===== src/rtl/io_ring_pkg.sv =====
// Shared types for the IO ring power sequencer.
// State encoding, pad control bundle and its safe value.
package io_ring_pkg;

    typedef enum logic [3:0] {
        OFF,
        DEBOUNCE,
        ISO_REL,
        IE_EN,
        OE_EN,
        ACTIVE,
        SLP_ENT,
        SLEEP,
        WAKE
    } ring_state_e;

    typedef struct packed {
        logic ret;
        logic iso;
        logic ie;
        logic oe;
    } pad_ctrl_t;

    localparam pad_ctrl_t PAD_SAFE = '{
        ret: 1'b0,
        iso: 1'b1,
        ie:  1'b0,
        oe:  1'b0
    };

    // WAKE folds onto 3'b111; sleeping_o tells it apart from SLEEP
    function automatic logic [2:0] state_code(ring_state_e s);
        logic [3:0] raw;
        raw = s;
        return raw[3] ? 3'b111 : raw[2:0];
    endfunction

endpackage


===== src/rtl/io_ring_sync.sv =====
// Multi-flop synchroniser for one asynchronous supply flag.
// Chain clears to 0 so a fresh reset reads as supply-not-good.
module io_ring_sync #(
    parameter int STAGES = 2
) (
    input  logic clk,
    input  logic rst_n,
    input  logic flag,
    output logic flag_sync
);

    logic [STAGES-1:0] chain;

    // shift the async flag through the flop chain
    always_ff @(posedge clk or negedge rst_n) begin
        if (!rst_n) begin
            chain <= '0;
        end else begin
            chain <= {chain[STAGES-2:0], flag};
        end
    end

    assign flag_sync = chain[STAGES-1];

endmodule


===== src/rtl/io_ring_pwr_seq.sv =====
// IO ring supply sequencer: debounce, staged pad enables, sleep/wake.
// Supply loss after debounce drops the ring to the safe state and latches a fault.
module io_ring_pwr_seq
    import io_ring_pkg::*;
#(
    parameter int SYNC_STAGES = 2,
    parameter int DEB_CYCLES  = 1024,
    parameter int STEP_CYCLES = 16,
    parameter int CNT_W       = 11
) (
    input  logic       clk_i,
    input  logic       rst_ni,
    input  logic       vddio_ok_i,
    input  logic       vdd_ok_i,
    input  logic       sleep_req_i,
    output logic       pad_ret_o,
    output logic       pad_iso_o,
    output logic       pad_ie_o,
    output logic       pad_oe_o,
    output logic       ring_ready_o,
    output logic       sleeping_o,
    output logic [2:0] state_o,
    output logic       fault_o
);

    logic             vddio_sync;
    logic             vdd_sync;
    logic             supply_ok;
    ring_state_e      state;
    logic [CNT_W-1:0] cnt;
    logic [CNT_W-1:0] cnt_inc;
    logic             step_done;
    logic             deb_done;
    pad_ctrl_t        pad;
    logic             ready;
    logic             sleeping;
    logic             fault;

    io_ring_sync #(.STAGES(SYNC_STAGES)) u_sync_vddio (
        .clk       (clk_i),
        .rst_n     (rst_ni),
        .flag      (vddio_ok_i),
        .flag_sync (vddio_sync)
    );

    io_ring_sync #(.STAGES(SYNC_STAGES)) u_sync_vdd (
        .clk       (clk_i),
        .rst_n     (rst_ni),
        .flag      (vdd_ok_i),
        .flag_sync (vdd_sync)
    );

    assign supply_ok = vddio_sync & vdd_sync;
    assign cnt_inc   = (&cnt) ? cnt : cnt + CNT_W'(1);
    assign step_done = (cnt == CNT_W'(STEP_CYCLES - 1));
    assign deb_done  = (cnt == CNT_W'(DEB_CYCLES - 1));

    // sequencer FSM with shared counter and registered pad controls
    always_ff @(posedge clk_i or negedge rst_ni) begin
        if (!rst_ni) begin
            state    <= OFF;
            cnt      <= '0;
            pad      <= PAD_SAFE;
            ready    <= 1'b0;
            sleeping <= 1'b0;
            fault    <= 1'b0;
        end else if (!supply_ok && state != OFF && state != DEBOUNCE) begin
            state    <= OFF;
            cnt      <= '0;
            pad      <= PAD_SAFE;
            ready    <= 1'b0;
            sleeping <= 1'b0;
            fault    <= 1'b1;
        end else begin
            cnt <= cnt_inc;
            case (state)
                OFF: begin
                    cnt <= '0;
                    if (supply_ok) begin
                        state <= DEBOUNCE;
                    end
                end
                DEBOUNCE: begin
                    if (!supply_ok) begin
                        cnt <= '0;
                    end else if (deb_done) begin
                        state   <= ISO_REL;
                        cnt     <= '0;
                        pad.iso <= 1'b0;
                    end
                end
                ISO_REL: begin
                    if (step_done) begin
                        state  <= IE_EN;
                        cnt    <= '0;
                        pad.ie <= 1'b1;
                    end
                end
                IE_EN: begin
                    if (step_done) begin
                        state  <= OE_EN;
                        cnt    <= '0;
                        pad.oe <= 1'b1;
                    end
                end
                OE_EN: begin
                    if (step_done) begin
                        state <= ACTIVE;
                        cnt   <= '0;
                        ready <= 1'b1;
                    end
                end
                ACTIVE: begin
                    cnt <= '0;
                    if (sleep_req_i) begin
                        state   <= SLP_ENT;
                        pad.ret <= 1'b1;
                        ready   <= 1'b0;
                    end
                end
                SLP_ENT: begin
                    if (step_done) begin
                        state    <= SLEEP;
                        cnt      <= '0;
                        pad.iso  <= 1'b1;
                        pad.oe   <= 1'b0;
                        pad.ie   <= 1'b0;
                        sleeping <= 1'b1;
                    end
                end
                SLEEP: begin
                    cnt <= '0;
                    if (!sleep_req_i) begin
                        state    <= WAKE;
                        sleeping <= 1'b0;
                        pad.ie   <= 1'b1;
                        pad.oe   <= 1'b1;
                    end
                end
                WAKE: begin
                    if (step_done) begin
                        state   <= ACTIVE;
                        cnt     <= '0;
                        pad.iso <= 1'b0;
                        pad.ret <= 1'b0;
                        ready   <= 1'b1;
                    end
                end
                default: begin
                    state    <= OFF;
                    cnt      <= '0;
                    pad      <= PAD_SAFE;
                    ready    <= 1'b0;
                    sleeping <= 1'b0;
                end
            endcase
        end
    end

    assign pad_ret_o    = pad.ret;
    assign pad_iso_o    = pad.iso;
    assign pad_ie_o     = pad.ie;
    assign pad_oe_o     = pad.oe;
    assign ring_ready_o = ready;
    assign sleeping_o   = sleeping;
    assign fault_o      = fault;
    assign state_o      = state_code(state);

endmodule


===== config.mk =====
export PLATFORM = sky130hd
export DESIGN_NAME = io_ring_pwr_seq
export DESIGN_NICKNAME = d
export VERILOG_FILES = /design/src/rtl/io_ring_pkg.sv /design/src/rtl/io_ring_sync.sv /design/src/rtl/io_ring_pwr_seq.sv
export SDC_FILE = /design/constraint.sdc
export NUM_CORES = 1
export LEC_CHECK = 0
export ABC_CLOCK_PERIOD_IN_PS = 2550
export CORE_ASPECT_RATIO = 0.7
export CORE_MARGIN = 3
export CORE_UTILIZATION = 36
export CTS_CLUSTER_DIAMETER = 150
export CTS_CLUSTER_SIZE = 40
export DETAILED_ROUTE_END_ITERATION = 12
export RECOVER_POWER = 100
export REMOVE_ABC_BUFFERS = 1
export SLEW_MARGIN = 5
export SYNTH_ARGS = -nofsm -noshare
export SYNTH_HDL_FRONTEND = slang
export SYNTH_SLANG_ARGS = --single-unit

===== constraint.sdc =====
create_clock -name clk_i -period 2.55 [get_ports clk_i]
set_input_delay 0.6375 -clock clk_i [delete_from_list [all_inputs] [get_ports clk_i]]
set_output_delay 0.6375 -clock clk_i [all_outputs]
set_load 0.02 [all_outputs]

==> impl_metrics.json, run 1 <==
{
  "outcome": "finished clean",
  "layout_setup_ws_ps": 147,
  "critPathMaxFanout": 10,
  "first_iter_violations": 171,
  "cap_viol_max_count": 0,
  "switchingPower_uw": 657,
  "synth_async_sr_flop_share_pct": 100,
  "synth-seq-area-share_pct": 39.9,
  "pre_cts_ws_ps": 170,
  "synth_edf_count": 0,
  "post-synth-top-area-cell": "dfrtp_1",
  "num_rows": 19,
  "drv_slew": 0,
  "synth.top_cells.by_count": "dfrtp_1 (25), nor2_1 (19), nand2_1 (16)",
  "fp.coreArea_um2": 4140,
  "drc_errors": 0,
  "synth_ff_type": "dfrtp_1",
  "pwr-share-seq_pct": 33.3,
  "wirelength_um": 3800,
  "die-height_um": 62.3,
  "netlist_instances": 183,
  "insertedDiodeCount": 0,
  "cellPowerDensity_nw_per_um2": 872,
  "whs_endpoint": "u_sync_vdd.chain[1]",
  "hold_path.class": "reg -> reg",
  "nNetsFinal": 203,
  "max_slew.worst_pin.slew_ps": 1430,
  "timing.rr.start": "state[3]",
  "num_io_pins": 15,
  "worstPathCellList": "or2_0 > dlygate4sd3_1",
  "ff2ff_setup_slack_ps": 240,
  "setup.worst_path.end_class": "output port",
  "critPathArrivalTime_ps": 1770,
  "pwr-share-comb_pct": 45.4,
  "ys_types": 56,
  "fmax_ghz": 0.416,
  "vias": 1432,
  "netlist_top_cells_area": "dfrtp_1 (38%), nor2_1 (4.4%), nand2_1 (3.7%), a21oi_1 (3.4%), nor3_1 (2.8%)",
  "clkPwrFrac_pct": 21.3,
  "slew_headroom_pct": 4.73,
  "cts_sinks": 26,
  "synthMostInstantiatedCell": "dfrtp_1",
  "grt-ovfl-total": 0,
  "final_cell_area_um2": 1890,
  "numCtsBuffers": 3,
  "synth.avg_cell_area_um2": 8.92,
  "post_cts_buffers": 0,
  "hold_depth": 0,
  "post_drt_wl_per_cell_um": 15.3,
  "grt_pass1_wl_um": 6820,
  "cts_buffer_depth": 2,
  "grt_antenna_before_repair": 0,
  "setup_violations": 0,
  "skew_ps": 4.36,
  "worst-path-stages": 2,
  "area_growth_pct": 15.9,
  "clkTransAtPathRegs_ps": 90,
  "p_leak_uw": 0.000755,
  "ys_seq_elements": 26,
  "path_delay_family": "buffers and inverters",
  "path_buf_inv": 1,
  "critPathMaxStageDelay_ps": 650,
  "min_from": "u_sync_vdd.chain[0]",
  "initial_core_util_pct": 39.5,
  "grt_max_degree": 27,
  "start_kind": "flip-flop",
  "yosys.area.top_type_share_pct": 38.3,
  "dr.pass1.iters": 4,
  "ant_nets": 0,
  "rsz0062_at_grt": "false",
  "htreeDepth": 1,
  "fp.dieArea_um2": 5390,
  "synth_warnings": 0,
  "finalHoldViolCount": 0,
  "crit_type": "reg -> out",
  "gp_congestion": 0.902,
  "power_switching_share_pct": 39.9,
  "io_buffers": 14,
  "viasPerCell": 5.77,
  "required_ps": 1910,
  "final_layout_size_suffix_gt1_share_pct": 11.2,
  "r2r_cells": 7,
  "period_minus_slack_ps": 2400,
  "r2r_end": "cnt[3]",
  "p_int_uw": 992,
  "peakVddDrop_v": 0.000383,
  "fillCellCount": 415,
  "critPathSlowestCell": "dlygate4sd3_1",
  "root_buffer": "clkbuf_8",
  "tns_ps": 0,
  "die_w_um": 86.5,
  "grt_use_total_pct": 15.4,
  "place_area_um2": 1830,
  "grt_pass1_vias": 1385,
  "syn_area_um2": 1630,
  "cts_tree": "yes",
  "worstSkewPairLatency_ps": 280,
  "fin_crit_sh_pct": 94.2,
  "dp_hpwl_um": 2780
}
kinds of logic after synthesis:
logic type,count (synthesis),synth area share [%]
AND/OR/NAND/NOR,78,26.1
adder cells (fa/ha/maj),2,1.38
XOR/XNOR,10,5.36
multiplexers,3,1.99
AO/OA/AOI/OAI,45,20.0
flip-flops,26,39.9
buffers and inverters,19,5.29
worst max-delay path by stage:
stage                      from    endpoint  slack [ps]
floorplan              state[2]    state[2]         480
global placement    sleep_req_i    state[2]         230
detailed placement  sleep_req_i    state[2]         170
CTS                    state[3]  state_o[1]          80
global route             rst_ni    state[3]          50
finish                 state[2]  state_o[2]         150
sequential cells by signal (all words and copies together) (netlist names):
name / flops
sleeping_o: 1
pad_ie_o: 1
u_sync_vdd.chain: 2
u_sync_vddio.chain: 2
ring_ready_o: 1
pad_oe_o: 1
pad_iso_o: 1
state: 4
cnt: 11
fault_o: 1
pad_ret_o: 1
power groups by stage:
stage               registers [uW]  clock network [uW]  logic, uW
finish                         549                 352        749
global route                   563                 369        836
CTS                            550                 357        782
detailed placement             557                   0        775
global placement               556                   0        770
floorplan                      615                   0        429
routing by layer:
metal / vias to the layer above / GRT usage [%] / wire length [um]
li1: 689 / - / -
met1: 689 / 24.5 / 1900
met2: 48 / 20.2 / 1580
met3: 6 / 4.62 / 299
met4: 0 / 2.72 / 27
met5: - / 0 / 0
worst register-to-register path, stage by stage (launching register included):
cell and delay [ps]:
dfrtp_2 520, clkbuf_1 390, nor2b_1 140, a211oi_2 340, a2111oi_4 100, clkbuf_1 210, nor2_2 380, nor2_1 100
layout make-up:
type	instances	area (um^2)	area share, %
timing repair buffer	22	185	9.79
sequential	26	653	34.5
tap	52	65.1	3.44
clock inverter	1	30.0	1.59
clock buffer	3	41.3	2.18
inverter	6	22.5	1.19
multi-input combinational	138	895	47.3
what timing repair did:
item / in CTS / in global routing
resized for setup: 0 / 1
endpoints found under the setup margin: 0 / 1
hold buffers: 0 / 0
cell usage in the layout (no fill, tap or decap), types with 3 or more instances in the layout:
cell type      Yosys  routed
dfrtp_1           25      24
nor2_1            19      19
nand2_1           16      16
dlygate4sd3_1      0      13
a21oi_1           11      11
nor3_1             9       9
o21ai_0            9       9
inv_1              6       6
and3_1             5       5
xnor2_1            5       5
xor2_1             5       5
clkbuf_1           4       4
buf_4              2       4
nand3_1            3       3
nand4_1            3       3
nor2b_1            3       3
and2_1             3       3
a31oi_1            3       3
a211oi_1           3       3
clkbuf_8           0       3
stage by stage:
stage	power (uW)	hold WS, ps	util (%)	instances
floorplan	1040	331	-	170
global placement	1330	333	44.3	244
detailed placement	1330	336	44.3	244
CTS	1690	358	46.1	248
global route	1770	373	45.7	248
finish	1650	355	45.7	248
Power figures use the tool's default switching activity.
==> run 2: changes to the inputs <==
RECOVER_POWER = 25   (was 100)
==> run 2 against run 1 <==
Against the previous run:
- clock skew is 2.2 ps lower
- cell count stayed put
- cell area is 0.60% higher
- register-to-register slack better by 210 ps
- maximum frequency is 0.83% higher
- critical path depth is 1 higher
- sequential power hardly changed
- first-iteration DRC count is 4.1% lower
- non-clock buffer count stayed put
- largest power group unchanged
==> impl_metrics.json, run 2 (same netlist as run 1, synthesis figures left out) <==
{
  "grt_pass1_wl_um": 6820,
  "rsz0062_at_grt": "false",
  "grt-ovfl-total": 0,
  "slew_headroom_pct": 4.77,
  "vias": 1437,
  "root_buffer": "clkbuf_8",
  "reg_top3": "cnt x11, state x4",
  "insertedDiodeCount": 0,
  "place_area_um2": 1830,
  "ctsHoldBuffers": 0,
  "clkTransAtPathRegs_ps": 90,
  "finalHoldViolCount": 0,
  "final_cell_area_um2": 1900,
  "fin_crit_sh_pct": 93.4,
  "initial_core_util_pct": 39.5,
  "fp.coreArea_um2": 4140,
  "largest_reg_flops": 11,
  "outcome": "finished clean",
  "numCtsBuffers": 3,
  "final_cells": 248,
  "final_layout_size_suffix_gt1_share_pct": 12.8,
  "fp.dieArea_um2": 5390,
  "dp_cells": 244,
  "wirelength_um": 3800,
  "grt_max_degree": 27,
  "peakVddDrop_v": 0.000397,
  "cts_tree": "yes",
  "tns_ps": 0,
  "io_buffers": 14,
  "crit_type": "reg -> out",
  "gp_congestion": 0.902,
  "period_minus_slack_ps": 2380,
  "required_ps": 1910,
  "die_w_um": 86.5,
  "ant_nets": 0,
  "viasPerCell": 5.79,
  "skew_ps": 2.11,
  "grt_pass1_vias": 1385,
  "critPathArrivalTime_ps": 1750,
  "fmax_ghz": 0.420,
  "grt_antenna_before_repair": 0,
  "r2r_cells": 6,
  "grt_use_total_pct": 15.4,
  "area_growth_pct": 16.6,
  "first_iter_violations": 164,
  "mostFrequentLayoutCell": "dfrtp_1",
  "p_leak_uw": 0.000754,
  "num_rows": 19,
  "setup.worst_path.end_class": "output port",
  "max_slew.worst_pin.slew_ps": 1430,
  "setup_violations": 0,
  "critPathMaxFanout": 11,
  "cellPowerDensity_nw_per_um2": 883,
  "layout_common_cells": "dfrtp_1 (24), nor2_1 (19), nand2_1 (16)",
  "cts_buffer_depth": 2,
  "hold_ws_ps": 355,
  "post_drt_wl_per_cell_um": 15.3,
  "start_kind": "flip-flop",
  "cap_viol_max_count": 0,
  "dr.pass1.iters": 4,
  "largest-register": "cnt",
  "num_io_pins": 15,
  "worstSkewPairLatency_ps": 280,
  "dp_hpwl_um": 2780,
  "die-height_um": 62.3,
  "nNetsFinal": 203,
  "drv_slew": 0,
  "drc_errors": 0,
  "hold_path.class": "reg -> reg",
  "htreeDepth": 1,
  "cts_sinks": 26,
  "hold_depth": 0
}
[run 2: timing repair]
item	4_1_cts	5_1_grt
buffers inserted	0	0
gates resized for setup	0	1
endpoints found under the hold margin	0	0
setup endpoints to repair	0	1
[run 2: area by class of cell]
class | instances | area, um^2
clock buffer | 3 | 41.3
clock inverter | 1 | 30.0
fill | 411 | 2230
inverter | 6 | 22.5
multi-input combinational | 138 | 895
sequential | 26 | 653
tap | 52 | 65.1
timing repair buffer | 22 | 196
[run 2: routing by layer]
metal  share of wire [%]  track usage (%)  vias up
met5                   0                0        -
met4                0.71             2.72        0
met3                 8.1             4.62        6
met2                  40             20.2       51
met1                  51             24.5      691
li1                    -                -      689
[run 2: final timing paths]
| check | from | endpoint | slack [ps] |
|---|---|---|---|
| worst max-delay path | state[1] | state_o[1] | 170 |
| worst min-delay path | u_sync_vdd.chain[0] | u_sync_vdd.chain[1] | 360 |
| worst max register to register | cnt[0] | state[2] | 450 |
| worst min register to register | u_sync_vdd.chain[0] | u_sync_vdd.chain[1] | 360 |
| max in group asynchronous | rst_ni | state[3] | 410 |
| min in group asynchronous | rst_ni | pad_ret_o | 1210 |
[run 2: worst max-delay path, cell delays in order, from the launching register on]
cell	delay, ps
dfrtp_1	510
nor2_1	270
inv_1	130
clkdlybuf4s50_1	550
[run 2: where the power goes]
group          leakage (uW)  internal [uW]  switching [uW]
logic              0.000383            333             447
registers          0.000335            478            72.9
clock network     0.0000357            210             139
[run 2: per-stage QoR]
stage | setup slack, ps | util, % | total power, uW
after global routing | 46.1 | 46.0 | 1800
after global placement | 232 | 44.3 | 1330
after floorplan | 484 | - | 1040
after CTS | 78.7 | 46.1 | 1690
final | 167 | 46.0 | 1680
after detailed placement | 170 | 44.3 | 1330
